File: config.mk
export PLATFORM = sky130hd
export DESIGN_NAME = csr_arbiter
export DESIGN_NICKNAME = d
export VERILOG_FILES = /design/src/rtl/csr_arb_pkg.sv /design/src/rtl/csr_arbiter_rr_picker.sv /design/src/rtl/csr_arbiter.sv
export SDC_FILE = /design/constraint.sdc
export NUM_CORES = 1
export LEC_CHECK = 0
export CORE_AREA = 2 2 119 121
export DETAILED_ROUTE_END_ITERATION = 10
export DIE_AREA = 0 0 121 123
export HOLD_SLACK_MARGIN = 0.05
export SYNTH_ARGS = -nofsm -noshare
export SYNTH_HDL_FRONTEND = slang
export SYNTH_SLANG_ARGS = --single-unit
File: constraint.sdc
create_clock -name clk_i -period 1.98 [get_ports clk_i]
set_clock_uncertainty 0.1 [all_clocks]
set_input_delay 0.396 -clock clk_i [delete_from_list [all_inputs] [get_ports clk_i]]
set_output_delay 0.396 -clock clk_i [all_outputs]
set_load 0.03 [all_outputs]
File: src/rtl/csr_arb_pkg.sv
// Shared types for the CSR arbiter: FSM state encoding.
package csr_arb_pkg;

  typedef enum logic {
    IDLE     = 1'b0,
    WAIT_RSP = 1'b1
  } arb_state_e;

endpackage

File: src/rtl/csr_arbiter_rr_picker.sv
// Combinational round-robin picker: first set request at or after last_grant+1, wrapping.
// Zero latency; no state, no backpressure.
module rr_picker #(
  parameter int NumReq = 2,
  localparam int IdxW = $clog2(NumReq)
) (
  input  logic [NumReq-1:0] req_i,
  input  logic [IdxW-1:0]   last_grant_i,
  output logic [IdxW-1:0]   grant_o,
  output logic              grant_vld_o
);

  int              sum;
  logic [IdxW-1:0] idx;

  always_comb begin
    grant_o     = last_grant_i;
    grant_vld_o = 1'b0;
    sum         = 0;
    idx         = '0;
    for (int i = 1; i <= NumReq; i++) begin
      sum = int'(last_grant_i) + i;
      idx = IdxW'(sum % NumReq);
      if (!grant_vld_o && req_i[idx]) begin
        grant_vld_o = 1'b1;
        grant_o     = idx;
      end
    end
  end

endmodule

File: src/rtl/csr_arbiter.sv
// Round-robin arbiter sharing one CSR port among NumReq requesters; grant in the request cycle.
// Writes complete on handshake; a read blocks all grants until its response handshake.
module csr_arbiter
  import csr_arb_pkg::*;
#(
  parameter int NumReq       = 2,
  parameter int CsrDataWidth = 32,
  parameter int CsrAddrWidth = 32,
  localparam int IdxW = $clog2(NumReq)
) (
  input  logic                                 clk_i,
  input  logic                                 rst_i,
  input  logic [NumReq-1:0][CsrDataWidth-1:0]  req_data_i,
  input  logic [NumReq-1:0][CsrAddrWidth-1:0]  req_addr_i,
  input  logic [NumReq-1:0]                    req_write_i,
  input  logic [NumReq-1:0]                    req_valid_i,
  output logic [NumReq-1:0]                    req_ready_o,
  output logic [NumReq-1:0][CsrDataWidth-1:0]  rsp_data_o,
  output logic [NumReq-1:0]                    rsp_valid_o,
  input  logic [NumReq-1:0]                    rsp_ready_i,
  output logic [CsrDataWidth-1:0]              csr_req_data_o,
  output logic [CsrAddrWidth-1:0]              csr_req_addr_o,
  output logic                                 csr_req_write_o,
  output logic                                 csr_req_valid_o,
  input  logic                                 csr_req_ready_i,
  input  logic [CsrDataWidth-1:0]              csr_rsp_data_i,
  input  logic                                 csr_rsp_valid_i,
  output logic                                 csr_rsp_ready_o,
  output logic [IdxW-1:0]                      grant_id_o
);

  localparam logic [IdxW-1:0] LastIdx = IdxW'(NumReq - 1);

  arb_state_e      state_q, state_d;
  logic [IdxW-1:0] owner_q, owner_d;
  logic [IdxW-1:0] last_grant_q, last_grant_d;
  logic [IdxW-1:0] pick;
  logic            pick_vld;

  rr_picker #(.NumReq(NumReq)) u_picker (
    .req_i        (req_valid_i),
    .last_grant_i (last_grant_q),
    .grant_o      (pick),
    .grant_vld_o  (pick_vld)
  );

  always_ff @(posedge clk_i or posedge rst_i) begin
    if (rst_i) begin
      state_q      <= IDLE;
      owner_q      <= '0;
      last_grant_q <= LastIdx;
    end else begin
      state_q      <= state_d;
      owner_q      <= owner_d;
      last_grant_q <= last_grant_d;
    end
  end

  always_comb begin
    state_d         = state_q;
    owner_d         = owner_q;
    last_grant_d    = last_grant_q;
    req_ready_o     = '0;
    rsp_data_o      = '0;
    rsp_valid_o     = '0;
    csr_req_data_o  = '0;
    csr_req_addr_o  = '0;
    csr_req_write_o = 1'b0;
    csr_req_valid_o = 1'b0;
    csr_rsp_ready_o = 1'b0;
    grant_id_o      = last_grant_q;

    // Outputs are forced quiet while reset is held, even if requesters are already valid.
    if (rst_i) begin
      grant_id_o = LastIdx;
    end else begin
      case (state_q)
        IDLE: begin
          if (pick_vld) begin
            grant_id_o          = pick;
            csr_req_valid_o     = 1'b1;
            csr_req_data_o      = req_data_i[pick];
            csr_req_addr_o      = req_addr_i[pick];
            csr_req_write_o     = req_write_i[pick];
            req_ready_o[pick]   = csr_req_ready_i;
            if (csr_req_ready_i) begin
              last_grant_d = pick;
              if (!req_write_i[pick]) begin
                state_d = WAIT_RSP;
                owner_d = pick;
              end
            end
          end
        end
        WAIT_RSP: begin
          grant_id_o           = owner_q;
          rsp_valid_o[owner_q] = csr_rsp_valid_i;
          rsp_data_o[owner_q]  = csr_rsp_data_i;
          csr_rsp_ready_o      = rsp_ready_i[owner_q];
          if (csr_rsp_valid_i && rsp_ready_i[owner_q]) begin
            state_d = IDLE;
          end
        end
        default: state_d = IDLE;
      endcase
    end
  end

endmodule

==> metrics, run 1 <==
outcome finished, violations left; violated checks setup timing; post-synthesis simple-gate area fraction between 40% and 50%; clock-pin slew on the worst setup and hold paths roughly 30 ps; most frequent CP cell buf_12; CTS tree built; initial antenna violation count 1; CP top delay family buffers and inverters; min setup slack post-route -261 ps; Filler Cells Inserted roughly 1200; CP max stage delay approximately 540 ps; core footprint about 14000 µm²; mux contribution to synthesized area ~1.4%; met2 wire length between 9000 and 10000 µm; Synth Register Bits 3; Syn Std Cell Area ~1800 µm²; Synthesized Nets between 500 and 600; pwr dens 891 nW/µm²; H-Tree Depth 1; Final setup violation count 69; GR Overflow Total 0; DR WL met3 between 1000 and 1500 µm; drt total wl ~17000 µm; largest net degree at the start of global routing 50; Cells after DPL around 850; hold_buf cts 0; DRC violations left 0; Hold Crit Class input pin to asynchronous set/reset pin; share of cells above drive strength 1 between 50% and 60%; # nets final slightly below 900; critical path endpoint category output pin; Final Hold Viols 0; largest family of logic cells by synthesized area simple AND/OR/NAND/NOR gates; fin. max-slew vios 0; Overall Power 6.54 mW; Final Non-Filler Cells ~900; top cell type's share of synthesized area between 10% and 20%; Slew HR between 70 and 80%; Max Root-Sink Buffers 2; CTS buffer count 3; Synth warnings 0; number of I/O port buffers between 300 and 400; post-DR wirelength/cell between 15 and 20 µm; Worst R2R Start last_grant_q; MaxCap Viol Count 0; CP Cell Sequence buf_6 > or2_4 > buf_12 > buf_16 > nand3_2 > a21oi_4 > buf_12; worst setup path startpoint last_grant_q; Die ar. 14900 µm²; Antenna Violating Nets Remaining 0; Tmin final 2240 ps; Compound-Gate Fraction of Synth Area approximately 39%; startpoint types register; top routing layer used met4; Synth Instances about 370; Worst EP arrival roughly 1700 ps; period utilisation layout 113%; Top Ports 306; detailed router's first-iteration violation count 87; Via density between 4 and 5; worst path bufs/invs 4; total clock sinks 3; CP Class register to output pin; Synth cell types 28; Worst-Skew Late Latency 230 ps; M1 wire length between 6000 and 7000 µm; CP max stage cell dfstp_2; leading area contributor after synthesis a21oi_1; dominant cells by area after synthesis a21oi_1 (18%), nand3_1 (18%), o21ai_0 (17%); VDD IR-drop max about 0.00051 V; Static Leak 2.89 nW; CP Max Fanout 9; dpl hpwl between 10000 and 15000 µm; Initial Utilization 13.3%; Max Freq between 0.4 and 0.5 GHz; drt first pass iters 4; xor/xnor share of the synthesized area 0%; DR vias 4195; Root Buffer Master clkbuf_16; all-layer global routing usage 20.3%; first-pass GRT wire length roughly 24000 µm; gpl congestion 0.762; Die X about 120 µm; Die Y approximately 120 µm; vias in the first global route 4371; average size of a mapped cell approximately 4.9 µm²; row count between 40 and 50; Core Util, Final roughly 54%; adder-cell area share of the yosys netlist 0%; Seq/Total Area, Yosys 4.20%; P&R area growth vs syn 304%; RSZ-0062 raised after global routing true; Critical Path RT around 1500 ps; Slew @ Worst Pin approximately 330 ps
[per-layer routing]
layer / vias to the layer above / track usage [%]
met5: - / 0
met4: 0 / 6.61
met3: 22 / 3.69
met2: 217 / 40.2
met1: 1977 / 21.5
li1: 1979 / -
[flip-flops by register name, summed over array words and instances, names as in the netlist]
signal        cells
last_grant_q      1
owner_q           1
state_q           1
[power breakdown]
group | total, mW | switching, mW | internal (mW)
Sequential | 0.117 | 0.0215 | 0.0954
Combinational | 6.09 | 3.28 | 2.81
Clock | 0.331 | 0.0645 | 0.267
Total | 6.54 | 3.37 | 3.17
[logic make-up (layout without fill, tap and decap cells)]
group	Yosys count	after routing
AOI/OAI and AO/OA	137	137
buffers and inverters	49	388
DFF	3	3
muxes	2	2
other	0	1
and+or+nand+nor	178	178
[final cells by class]
cell class | instances | area [µm²] | share of cell area [%]
Clock buffer | 4 | 78.8 | 1.07
Antenna cell | 1 | 2.50 | 0.0341
Timing Repair Buffer | 379 | 4300 | 58.6
Sequential cell | 3 | 76.3 | 1.04
Inverter | 5 | 21.3 | 0.290
Tap cell | 180 | 225 | 3.07
Multi-Input combinational cell | 317 | 2640 | 35.9
[synth_stat cells]
| library cell | instances |
|---|---|
| nor2_1 | 69 |
| a21oi_1 | 65 |
| nand3_1 | 65 |
| o21ai_0 | 62 |
| nand2_1 | 35 |
| clkbuf_1 | 21 |
| buf_1 | 13 |
| buf_6 | 6 |
| inv_1 | 5 |
| o21ai_1 | 5 |
| buf_2 | 3 |
| dfrtp_1 | 2 |
| nor3_1 | 2 |
| or2_1 | 2 |
| a21o_1 | 1 |
| a41o_1 | 1 |
| and2_1 | 1 |
| buf_4 | 1 |
| dfstp_2 | 1 |
| mux2_4 | 1 |
| mux2i_1 | 1 |
| nand2b_1 | 1 |
| nor2_2 | 1 |
| o21a_1 | 1 |
| o311a_1 | 1 |
| o41ai_1 | 1 |
| or2_2 | 1 |
| or3_4 | 1 |
[placed cells by master (no fill, tap or decap), types with 5 or more instances in the layout]
cell type        netlist  final
nand3_2                0     38
buf_12                 0     28
clkbuf_16              0      5
buf_4                  1     85
nor2_1                69     63
nor2_2                 1      5
o21ai_1                5     39
a21oi_2                0      8
buf_16                 0     15
o21ai_2                0     18
o21ai_0               62     10
nand3_4                0     12
buf_6                  6     77
a21oi_4                0     57
nand3_1               65     15
clkdlybuf4s50_1        0    166
nand2_1               35     33
[path summary, 6_finish.rpt]
check | end | slack, ps | depth (start not counted)
setup / recovery | csr_req_addr_o[31] | -260 | 7
hold / removal | state_q | 250 | 4
setup reg to reg | owner_q | 140 | 7
hold reg to reg | state_q | 620 | 3
max in group asynchronous | last_grant_q | 1340 | 4
min in group clk_i | state_q | 620 | 3
[repair_timing]
item | CTS | global route
buffers inserted | 15 | 2
endpoints found under the setup margin | 133 | 93
pin swaps | 14 | 15
resized for setup | 205 | 68
gates cloned | 16 | 4
[tightest hold or removal path, cell delays in order]
cell and delay [ps]:
clkdlybuf4s15_1 190, buf_6 130, inv_4 60, buf_4 120
[metrics by stage]
step	TNS [ps]	area, µm²	worst slack (ps)	hold slack (ps)
6_report	-15340	7340	-261	251
4_1_cts	-16650	7030	-256	310
3_3_place_gp	-38910	5730	-453	550
2_1_floorplan	-1200	2410	-115	322
5_1_grt	-19420	7340	-316	288
3_5_place_dp	-39470	5730	-459	554
Power figures use the tool's default switching activity.
==> run 2: changes to the inputs <==
Settings changed: TNS_END_PERCENT from default to 5.
==> run 2 against run 1 <==
Combinational power decreased by 23%; first-iteration DRC count increased by 110%; register-to-register slack improved by 80 ps; largest cell class unchanged; die area unchanged; the flow still finishes with violations (setup timing); final area decreased by 18%; maximum frequency increased by 2.6%; largest power group unchanged; sequential share of layout area increased by 0.24 points; hold slack improved by 190 ps; non-clock buffer count decreased by 32; highest routed layer unchanged; count of clock-buffer cells in the layout unchanged; global-route usage decreased by 3.1 points.
==> metrics, run 2 (synthesized netlist as in run 1, its figures left out) <==
Worst EP arrival roughly 1700 ps; VDD IR-drop max ~0.00038 V; Worst-Skew Late Latency 230 ps; Critical Path RT ~1500 ps; Top Registers last_grant_q: 1 flops, owner_q: 1 flops, state_q: 1 flops; Comb power frac between 90% and 100%; core footprint between 10000 and 15000 µm²; R2R Path End owner_q; worst setup path startpoint state_q; drt first pass iters 4; P&R area growth vs syn 229%; largest net degree at the start of global routing 50; DR vias ~4000; worst reg-to-reg path cell count 5; violated checks setup timing; pwr dens between 800 and 900 nW/µm²; gpl congestion between 0.8 and 0.9; CP Max Fanout 10; Filler Cells Inserted ~1400; M1 GR Usage about a fifth; Hold Crit Class input pin to asynchronous set/reset pin; MaxCap Viol Count 0; all-layer global routing usage 17.2%; Tmin final around 2200 ps; post-DR wirelength/cell 16.5 µm; Die Y around 120 µm; Worst R2R Start state_q; Fin Hold WS between 400 and 500 ps; switching power 2.78 mW; number of I/O port buffers about 310; first-pass GRT wire length approximately 21000 µm; Via density 4.71; Die X 121 µm; critical path endpoint category output pin; # nets final about 850; met3 Use GR 3.92%; TNS Setup -12240 ps; Switching Share 54.0%; dpl hpwl 9840 µm; Design Area, Final between 5000 and 6000 µm²; period utilisation layout 110%; fin. max-slew vios 0; Max Freq 0.458 GHz; Static Leak between 2 and 2.5 nW; Slew @ Worst Pin ~280 ps; DRC violations left 0; most common cell after layout, fill and taps aside clkdlybuf4s50_1; Root Buffer Master clkbuf_16; Top Ports roughly 310; share of cells above drive strength 1 38.8%; min setup slack post-route -205 ps; H-Tree Depth 1; CTS tree built; drt total wl ~14000 µm; Placed Area 5150 µm²; clock-pin slew on the worst setup and hold paths roughly 30 ps; hold_buf cts 0; row count 43; outcome finished, violations left; Register-to-Register Setup Slack around 220 ps; RSZ-0062 raised after global routing true; detailed router's first-iteration violation count about 190; Internal Power 2.37 mW; # diodes 0; Final setup violation count 69; Initial Utilization between 10% and 20%; vias in the first global route about 4000; Clk pwr share 6.3%; GR Overflow Total 0; Overall Power approximately 5 mW; Antenna Violating Nets Remaining 0; Slew HR around four fifths; most frequent cells in the layout clkdlybuf4s50_1 (166), buf_4 (88), buf_6 (70); startpoint types register; global routing's busiest layer met2; Seq pwr share 2.3%; total clock sinks 3; Max Root-Sink Buffers 2; Final Hold Viols 0; initial antenna violation count 0; global routing usage on met2 between 30 and 40%; CTS buffer count 3; CP Class register to output pin; Die ar. roughly 15000 µm²
==> run 2: changes by cell type in the layout (fill, tap and decap cells not counted), sizes merged <==
cell         change
buf             -29
bufbuf           -2
diode            -1
dlygate4sd2      -1
==> run 2: repair_timing <==
| action | 4_1_cts | 5_1_grt |
|---|---|---|
| setup endpoints to repair | 136 | 69 |
| setup buffers | 5 | 0 |
| resized for setup | 131 | 53 |
| gates cloned | 4 | 2 |
| pin swaps | 4 | 8 |
==> run 2: how the worst max path moves through the flow <==
stage / endpoint / slack (ps) / depth (start not counted)
finish: csr_req_addr_o[16] / -200 / 6
detailed placement: csr_req_addr_o[31] / -480 / 6
global placement: csr_req_data_o[3] / -450 / 6
global route: csr_req_data_o[11] / -250 / 6
CTS: csr_req_data_o[9] / -220 / 6
floorplan: csr_req_data_o[10] / -110 / 4
==> run 2: layout make-up <==
class | instances | area (µm²) | share of cell area (%)
Inverter | 5 | 21.3 | 0.355
Sequential cell | 3 | 76.3 | 1.28
Tap cell | 180 | 225 | 3.76
Multi-Input combinational cell | 317 | 2010 | 33.6
Clock buffer | 4 | 78.8 | 1.32
Timing Repair Buffer | 347 | 3570 | 59.7
==> run 2: power groups by stage <==
| stage | clock network, mW | logic, mW | registers, mW |
|---|---|---|---|
| final | 0.326 | 4.70 | 0.117 |
| after global routing | 0.337 | 4.98 | 0.124 |
| after CTS | 0.332 | 4.46 | 0.118 |
| after detailed placement | 0 | 3.86 | 0.116 |
| after global placement | 0 | 3.83 | 0.115 |
| after floorplan | 0 | 2.25 | 0.119 |
==> run 2: metrics by stage <==
stage               util, %  instances  setup slack, ps
global route           44.0        856             -248
global placement       37.9        843             -446
floorplan                 -        369             -115
CTS                    42.5        854             -218
detailed placement     37.9        843             -485
finish                 44.0        856             -205
==> run 2: worst max-delay path: stages, from the launching register on <==
cell and delay, ps:
dfrtp_1 360, or2_4 240, or2_4 260, buf_8 150
buf_8 160, a21oi_4 130, buf_6 150
==> run 2: metal layers <==
metal	share of wire [%]	vias to the layer above	routed length (µm)
li1	-	1903	-
met1	38	1891	5330
met2	52	214	7420
met3	8.0	23	1140
met4	1.8	0	261
met5	0	-	0
